### config.mk
export PLATFORM = sky130hd
export DESIGN_NAME = can_error_ctrl
export DESIGN_NICKNAME = d
export VERILOG_FILES = /design/src/rtl/can_error_ctrl.sv
export SDC_FILE = /design/constraint.sdc
export NUM_CORES = 1
export LEC_CHECK = 0
export BUFFER_PORTS_ARGS = -buffer_cell sky130_fd_sc_hd__buf_4
export CAP_MARGIN = 15
export CORE_MARGIN = 1
export CORE_UTILIZATION = 30
export CTS_CLUSTER_DIAMETER = 100
export DETAILED_ROUTE_END_ITERATION = 10
export SLEW_MARGIN = 20
export SYNTH_ARGS = -nofsm -noshare
export SYNTH_HDL_FRONTEND = slang
export SYNTH_SLANG_ARGS = --single-unit
### constraint.sdc
create_clock -name i_Clock -period 2.85 [get_ports i_Clock]
set_clock_uncertainty 0.05 [all_clocks]
set_input_delay 0.57 -clock i_Clock [delete_from_list [all_inputs] [get_ports i_Clock]]
set_output_delay 0.57 -clock i_Clock [all_outputs]
set_load 0.02 [all_outputs]
### src/rtl/can_error_ctrl.sv
// CAN error handling: error-frame sequencing (flag, wait for recessive, delimiter),
// TEC/REC maintenance and fault-confinement state including bus-off recovery.
module can_error_ctrl #(
    parameter int FLAG_BITS   = 6,
    parameter int DELIM_BITS  = 8,
    parameter int BUSOFF_SEQS = 128
) (
    input  logic       i_Clock,
    input  logic       i_Reset,
    input  logic       i_Bit_Tick,
    input  logic       i_Data,
    input  logic [0:3] i_Form_Monitor,
    input  logic       i_Stuff_Error,
    input  logic       i_Crc_Error,
    input  logic       i_Ack_Error,
    input  logic       i_Tx_Mode,
    input  logic       i_Frame_Ok,
    output logic       o_Tx_Drive,
    output logic       o_Tx_Enable,
    output logic       o_Error_Active,
    output logic       o_Frame_Abort,
    output logic [0:8] o_Tec,
    output logic [0:7] o_Rec,
    output logic [0:1] o_Err_State
);

    localparam int CMAX = (DELIM_BITS > FLAG_BITS) ? DELIM_BITS : FLAG_BITS;
    localparam int CW   = $clog2(CMAX + 1);
    localparam int SW   = $clog2(BUSOFF_SEQS + 1);

    typedef enum logic [2:0] {
        S_IDLE, S_FLAG, S_WAIT_REC, S_DELIM, S_BUS_OFF
    } state_t;

    state_t          state_q, state_d;
    logic            err_q, err_d;
    logic            passive_q, passive_d;
    logic            first_q, first_d;
    logic            abort_q, abort_d;
    logic [CW-1:0]   cnt_q, cnt_d;
    logic [8:0]      tec_q, tec_d;
    logic [7:0]      rec_q, rec_d;
    logic [3:0]      run_q, run_d;
    logic [SW-1:0]   seq_q, seq_d;

    logic            err, trig, start_err;
    logic [1:0]      err_st;
    logic [7:0]      rec_inc1, rec_inc8;

    assign err      = (|i_Form_Monitor) | i_Stuff_Error | i_Crc_Error | i_Ack_Error;
    assign trig     = i_Bit_Tick & err & ~err_q;
    assign rec_inc1 = (rec_q == 8'hFF) ? 8'hFF : rec_q + 8'd1;
    assign rec_inc8 = (rec_q > 8'd247) ? 8'hFF : rec_q + 8'd8;

    always_comb begin
        if (tec_q > 9'd255)                           err_st = 2'b10;
        else if (tec_q >= 9'd128 || rec_q >= 8'd128)  err_st = 2'b01;
        else                                          err_st = 2'b00;
    end

    always_comb begin
        state_d   = state_q;
        err_d     = err_q;
        passive_d = passive_q;
        first_d   = first_q;
        abort_d   = 1'b0;
        cnt_d     = cnt_q;
        tec_d     = tec_q;
        rec_d     = rec_q;
        run_d     = run_q;
        seq_d     = seq_q;
        start_err = 1'b0;

        if (i_Bit_Tick) err_d = err;

        // Bus-off entry is checked every clock and overrides any frame activity.
        if (tec_q > 9'd255 && state_q != S_BUS_OFF) begin
            state_d = S_BUS_OFF;
            cnt_d   = '0;
            first_d = 1'b0;
            run_d   = '0;
            seq_d   = '0;
        end else if (i_Bit_Tick) begin
            case (state_q)
                S_IDLE: begin
                    if (trig) begin
                        start_err = 1'b1;
                    end else if (i_Frame_Ok) begin
                        if (i_Tx_Mode) begin
                            if (tec_q != 9'd0) tec_d = tec_q - 9'd1;
                        end else if (rec_q > 8'd127) begin
                            rec_d = 8'd119;
                        end else if (rec_q != 8'd0) begin
                            rec_d = rec_q - 8'd1;
                        end
                    end
                end
                S_FLAG: begin
                    if (cnt_q == CW'(FLAG_BITS - 1)) begin
                        state_d = S_WAIT_REC;
                        cnt_d   = '0;
                        first_d = 1'b1;
                    end else begin
                        cnt_d = cnt_q + CW'(1);
                    end
                end
                S_WAIT_REC: begin
                    first_d = 1'b0;
                    if (first_q && !i_Tx_Mode && !i_Data) rec_d = rec_inc8;
                    if (i_Data) begin
                        state_d = S_DELIM;
                        cnt_d   = CW'(1);
                    end
                end
                S_DELIM: begin
                    if (i_Data) begin
                        if (cnt_q == CW'(DELIM_BITS - 1)) begin
                            state_d = S_IDLE;
                            cnt_d   = '0;
                        end else begin
                            cnt_d = cnt_q + CW'(1);
                        end
                    end else begin
                        start_err = 1'b1;
                    end
                end
                S_BUS_OFF: begin
                    if (!i_Data) begin
                        run_d = '0;
                    end else if (run_q == 4'd10) begin
                        run_d = '0;
                        if (seq_q == SW'(BUSOFF_SEQS - 1)) begin
                            seq_d   = '0;
                            tec_d   = '0;
                            rec_d   = '0;
                            state_d = S_IDLE;
                        end else begin
                            seq_d = seq_q + SW'(1);
                        end
                    end else begin
                        run_d = run_q + 4'd1;
                    end
                end
                default: state_d = S_IDLE;
            endcase
        end

        // Flag type is taken from the confinement state before this error is counted.
        if (start_err) begin
            state_d   = S_FLAG;
            cnt_d     = '0;
            passive_d = (err_st != 2'b00);
            abort_d   = 1'b1;
            if (i_Tx_Mode) tec_d = tec_q + 9'd8;
            else           rec_d = rec_inc1;
        end
    end

    always_ff @(posedge i_Clock or posedge i_Reset) begin
        if (i_Reset) begin
            state_q   <= S_IDLE;
            err_q     <= 1'b0;
            passive_q <= 1'b0;
            first_q   <= 1'b0;
            abort_q   <= 1'b0;
            cnt_q     <= '0;
            tec_q     <= '0;
            rec_q     <= '0;
            run_q     <= '0;
            seq_q     <= '0;
        end else begin
            state_q   <= state_d;
            err_q     <= err_d;
            passive_q <= passive_d;
            first_q   <= first_d;
            abort_q   <= abort_d;
            cnt_q     <= cnt_d;
            tec_q     <= tec_d;
            rec_q     <= rec_d;
            run_q     <= run_d;
            seq_q     <= seq_d;
        end
    end

    assign o_Tx_Drive     = (state_q == S_FLAG) ? passive_q : 1'b1;
    assign o_Tx_Enable    = (state_q != S_BUS_OFF);
    assign o_Error_Active = (state_q == S_FLAG) || (state_q == S_WAIT_REC) || (state_q == S_DELIM);
    assign o_Frame_Abort  = abort_q;
    assign o_Tec          = tec_q;
    assign o_Rec          = rec_q;
    assign o_Err_State    = err_st;

endmodule

==> results of run 1 <==
## placed cells by master, fill, tap and decap left out, types with 5 or more instances in the layout
master / Yosys / final
buf_4: 1 / 52
nor2_1: 42 / 42
nand2_1: 40 / 40
dfrtp_1: 40 / 39
o21ai_0: 38 / 38
a21oi_1: 26 / 26
inv_1: 21 / 21
nand3_1: 17 / 17
a31oi_1: 16 / 16
ha_1: 16 / 16
nor3_1: 15 / 15
and3_1: 11 / 11
or3_1: 8 / 8
nand4_1: 7 / 7
o211ai_1: 7 / 7
o31ai_1: 6 / 6
nand2b_1: 6 / 6
nand3b_1: 6 / 6
clkbuf_8: 0 / 5
## logic make-up after synthesis
| kind of cell | after synthesis | share of synthesized area [%] |
|---|---|---|
| flops | 40 | 30.4 |
| simple gates | 177 | 27.7 |
| fa+ha+maj | 16 | 6.09 |
| compound gates | 137 | 28.2 |
| xor+xnor | 7 | 1.86 |
| buf+inv | 47 | 5.75 |
## where the power goes
| part | internal, mW | leakage, nW | switching (mW) |
|---|---|---|---|
| sequential | 0.719 | 0.523 | 0.313 |
| combinational | 0.889 | 1.08 | 1.32 |
| clock | 0.174 | 0.0404 | 0.237 |
## timing repair
action	in CTS	in global routing
gates resized for setup	0	1
buffers inserted	0	0
setup endpoints to repair	0	1
## final cells by class
type	instances	area share, %
clock buffers	5	1.79
multi-input cells	337	54.6
well taps	136	4.43
flip-flops and latches	40	26.1
repair buffers	52	10.2
clock inverters	3	0.619
inverters	23	2.25
## registers in the layout, summed over array words and instances, names as in the netlist
register       count
passive_q          1
o_Frame_Abort      1
seq_q              8
o_Tec              9
cnt_q              4
state_q            3
run_q              4
first_q            1
o_Rec              8
err_q              1
## path summary, 6_finish.rpt
kind,slack (ns),from,endpoint
setup / recovery,0.18,o_Tec[4],o_Err_State[1]
max in group asynchronous,1.99,i_Reset,o_Tec[5]
setup reg to reg,0.32,o_Tec[4],o_Rec[0]
hold reg to reg,0.44,run_q[3],run_q[3]
hold / removal,0.36,i_Reset,o_Rec[3]
min in group i_Clock,0.44,run_q[3],run_q[3]
## metal layers
metal	wire, microns	global-route usage (%)	vias up
met5	0	0	-
met4	166	5.28	0
met3	583	2.37	20
met2	4510	27.9	137
met1	4450	24.3	1626
li1	-	-	1644
## through the flow
step                      power [mW]  hold WS (ns)
after floorplan                 2.47         0.388
after global placement          3.19         0.407
after detailed placement        3.22         0.416
after CTS                       3.64         0.382
after global routing            3.94         0.419
final                           3.65         0.358
## worst register-to-register path, delay by kind of cell, from the launching register on
kind            cells  cell delay [ns]
fa+ha+maj           1             0.25
simple gates        1             0.15
compound gates      5             1.06
buf+inv             2             0.41
flops               1             0.48
==> results.md, run 1 <==
- CP Class: reg -> out
- Via count: 3427
- Hold buffer count at cts: 0
- Type of origin of the critical path: flop
- Slew @ Worst Pin: 0.622 ns
- RSZ-0062 raised after global routing: false
- Area of the multi-input gates: 2100 sq um
- First-pass GRT wire length: 16000 microns
- Die Wd: 107 microns
- Area delta synth->final: 16.8%
- Drc violations: 0
- Port Buffers: 35
- Critical Path, Cell by Cell: ha_1 -> nand3_1 -> o31a_1 -> inv_2 -> nor2_1 -> buf_4
- Post-DP HPWL: 6930 microns
- Initial antenna violation count: 0
- Leak: 1.64 nW
- Ant. Diodes: 0
- Seq. cell area: 1000 sq um
- Synth top area share: 30.4%
- Cell taking the most area after synthesis: dfrtp_1
- I/O pin cnt: 36
- Slew Limit Headroom: 58.5%
- Outcome: complete, no violations
- Setup TNS: 0 ns
- Syn Nets: 453
- Placer Congestion: 0.841
- EDFF count, synth: 0
- Synth unique cells: 62
- Dominant synthesized flop cell: dfrtp_1
- Antenna-violating nets left: 0
- Peak supply drop: 0.415 mV
- Critical-path maximum fanout: 9
- Average wire per standard cell: 16.3 microns
- WP data required: 2.23 ns
- Fin area: 3840 sq um
- Worst setup margin: 0.176 ns
- Critical path depth: 6
- Final setup violation count: 0
- Mapped cell area: 3290 sq um
- Cell count after placement: 588
- Tmin final: 2.67 ns
- Routed WL: 9710 microns
- Largest net degree at the start of global routing: 41
- Max-slew violations: 0
- DR pass1 iterations: 5
- #FFs+latches synth: 40
- Critical Path AT: 2.05 ns
- Die area: 11400 sq um
- Vias in the first global route: 3188
- DRT iter0 DRCs: 291
- CORE AREA: 10500 sq um
- CTS tree: yes
- Site row count: 37
- Number of fill cells: 1115
- Post-Syn Instances: 424
- Yosys warning count: 0
- Power per cell area: 951 nW/um^2
- Starting Density: 31.4%
- Final net count: 488
- Hold Path Class: in -> async
- Total gr overflow: 0
- Slowest cell on the critical path: dfrtp_1
- Area after DPL: 3750 sq um
- Worst-path clk slew: 0.09 ns
- CTS sink cnt: 40
- Clock H-tree levels: 2
- Root Driver: clkbuf_8
- Post-synth top cells: nor2_1, dfrtp_1, nand2_1
- Tot GR Track Use: 17.4%
- Layout Cells excl Fill: 596
- Clock Latency Late Sink: 0.30 ns
- Vias/cell: 5.75
- Layout cells sized above 1: 15.4%
- Avg Inst Size Synth: 7.76 sq um
- Max cap viols: 0
- FMAX: 374 MHz
- Synth top area cells: dfrtp_1, ha_1, o21ai_0
- Crit-path max cell delay: 0.50 ns
- Family with the most delay on the worst path: flip-flops
- Bufs on Longest Clock Path: 2
- Async S/R FF share, synth: 100%
- Final clock period utilization by the worst path: 93.8%
- TritonCTS Buffers: 5
- R2R cell count: 9
- Critical Path Sink Type: primary output
- CP bufs+invs: 2
- Register area share after synthesis: 30.4%
- DIE HEIGHT: 107 microns
- Final Core Density: 36.7%
- Pre-CTS setup slack: 0.225 ns
- Final hold violation count: 0
- Top-count cell post-synth: nor2_1
No activity file was read; power rests on OpenSTA's default activity.
==> run 2, diff against run 1 <==
--- a/config.mk
+++ b/config.mk
@@ -7,7 +7,6 @@
 export LEC_CHECK = 0
 export BUFFER_PORTS_ARGS = -buffer_cell sky130_fd_sc_hd__buf_4
 export CAP_MARGIN = 15
-export CORE_MARGIN = 1
 export CORE_UTILIZATION = 30
 export CTS_CLUSTER_DIAMETER = 100
 export DETAILED_ROUTE_END_ITERATION = 10
==> constraint.sdc (replaced) <==
create_clock -name i_Clock -period 3.5 [get_ports i_Clock]
set_clock_uncertainty 0.05 [all_clocks]
set_input_delay 0.7 -clock i_Clock [delete_from_list [all_inputs] [get_ports i_Clock]]
set_output_delay 0.7 -clock i_Clock [all_outputs]
set_load 0.02 [all_outputs]
==> results.md, run 2 (same netlist as run 1, synthesis figures left out) <==
- WP data required: 2.75 ns
- Clock H-tree levels: 2
- Sw power: 1.49 mW
- Drc violations: 0
- Layout cells sized above 1: 13.3%
- Layout Cells excl Fill: 586
- Int Pwr: 1.45 mW
- Post-DP HPWL: 7000 microns
- Critical-path maximum fanout: 10
- Total gr overflow: 0
- Max cap viols: 0
- Final hold violation count: 0
- Site row count: 37
- Root Driver: clkbuf_8
- Largest register FFs: 9
- Bufs on Longest Clock Path: 2
- Reg power frac: 29.2%
- Area delta synth->final: 15.1%
- Type of origin of the critical path: flop
- Cell count after placement: 578
- Final setup violation count: 0
- Initial antenna violation count: 0
- I/O pin cnt: 36
- CTS sink cnt: 40
- DR pass1 iterations: 5
- Largest net degree at the start of global routing: 22
- Final Core Density: 36.2%
- # resized after CTS: 0
- Vias in the first global route: 3187
- CORE AREA: 10500 sq um
- Clock share of power: 13.9%
- Average wire per standard cell: 16.2 microns
- Vias/cell: 5.79
- Starting Density: 31.4%
- Pre-CTS setup slack: 0.712 ns
- Most frequent cells in the layout: nor2_1, buf_4, nand2_1, dfrtp_1, o21ai_0
- Slew @ Worst Pin: 0.882 ns
- Leak: 1.61 nW
- TritonCTS Buffers: 5
- Setup TNS: 0 ns
- Port Buffers: 35
- DRT iter0 DRCs: 240
- Final clock period utilization by the worst path: 82.7%
- Max-slew violations: 0
- Peak supply drop: 0.314 mV
- Die Wd: 107 microns
- RSZ-0062 raised after global routing: false
- Placer Congestion: 0.875
- FMAX: 345 MHz
- CP Class: reg -> out
- Clock Latency Late Sink: 0.31 ns
- Critical Path Sink Type: primary output
- Switching part of the total: 50.8%
- Tmin final: 2.90 ns
- DIE HEIGHT: 107 microns
- First-pass GRT wire length: 15900 microns
- Ant. Diodes: 0
- Final net count: 478
- Outcome: complete, no violations
- Via count: 3393
- Tot GR Track Use: 17.3%
- Hold Path Class: reg -> reg
- Hold buffer count at cts: 0
- Routed WL: 9520 microns
- Power per cell area: 776 nW/um^2
- Worst setup margin: 0.605 ns
- Antenna-violating nets left: 0
- PnR Total Power: 2.94 mW
- Setup bufs post-CTS: 0
- Critical Path AT: 2.15 ns
- CTS tree: yes
- Slew Limit Headroom: 41.1%
- Die area: 11400 sq um
- Combinational cell fraction of total power: 56.9%
- Worst-path clk slew: 0.09 ns
-- run 2: cell types whose count changed in the layout (fill, tap and decap cells not counted), sizes merged --
cell	before	now
buf	52	42
bufinv	0	1
clkinv	1	0
clkinvlp	2	1
inv	23	24
-- run 2: routing by layer --
metal | GRT usage, % | wire length [microns] | vias up
li1 | - | - | 1623
met1 | 23.9 | 4280 | 1595
met2 | 27.0 | 4360 | 156
met3 | 3.47 | 698 | 19
met4 | 5.38 | 176 | 0
met5 | 0 | 0 | -
-- run 2: path summary, 6_finish.rpt --
path                       cells past startpoint        endpoint  slack, ns      from
setup / recovery                               6  o_Err_State[1]       0.60  o_Tec[5]
hold / removal                                 1        run_q[3]       0.44  run_q[3]
setup reg to reg                               9        o_Tec[4]       0.63  o_Tec[5]
hold reg to reg                                1        run_q[3]       0.44  run_q[3]
max in group asynchronous                      3        o_Tec[1]       2.17   i_Reset
min in group asynchronous                      2      state_q[1]       0.53   i_Reset
-- run 2: critical path, stage by stage, from the launching register on --
cell and delay, ns:
dfrtp_1 0.52, ha_1 0.25, nand3_1 0.13, o31a_1 0.46, inv_2 0.22, nor2_1 0.10, buf_4 0.17
-- run 2: cell type report --
class | count | area [sq um]
inverter | 23 | 86.3
multi-input combinational | 337 | 2100
clock buffer | 5 | 68.8
fill | 1106 | 6680
tap | 136 | 170
clock inverter | 3 | 46.3
timing repair buffer | 42 | 315
sequential | 40 | 1000
-- run 2: through the flow --
stage | cell area, sq um | hold WS [ns]
5_1_grt | 3790 | 0.462
6_report | 3790 | 0.444
4_1_cts | 3790 | 0.446
3_5_place_dp | 3670 | 0.429
2_1_floorplan | 3290 | 0.388
3_3_place_gp | 3670 | 0.421
-- run 2: power groups by stage --
stage / clock (mW) / sequential [mW] / combinational (mW)
2_1_floorplan: 0 / 0.796 / 1.22
3_3_place_gp: 0 / 0.851 / 1.65
4_1_cts: 0.417 / 0.851 / 1.66
3_5_place_dp: 0 / 0.860 / 1.65
6_report: 0.407 / 0.859 / 1.67
5_1_grt: 0.431 / 0.891 / 1.86
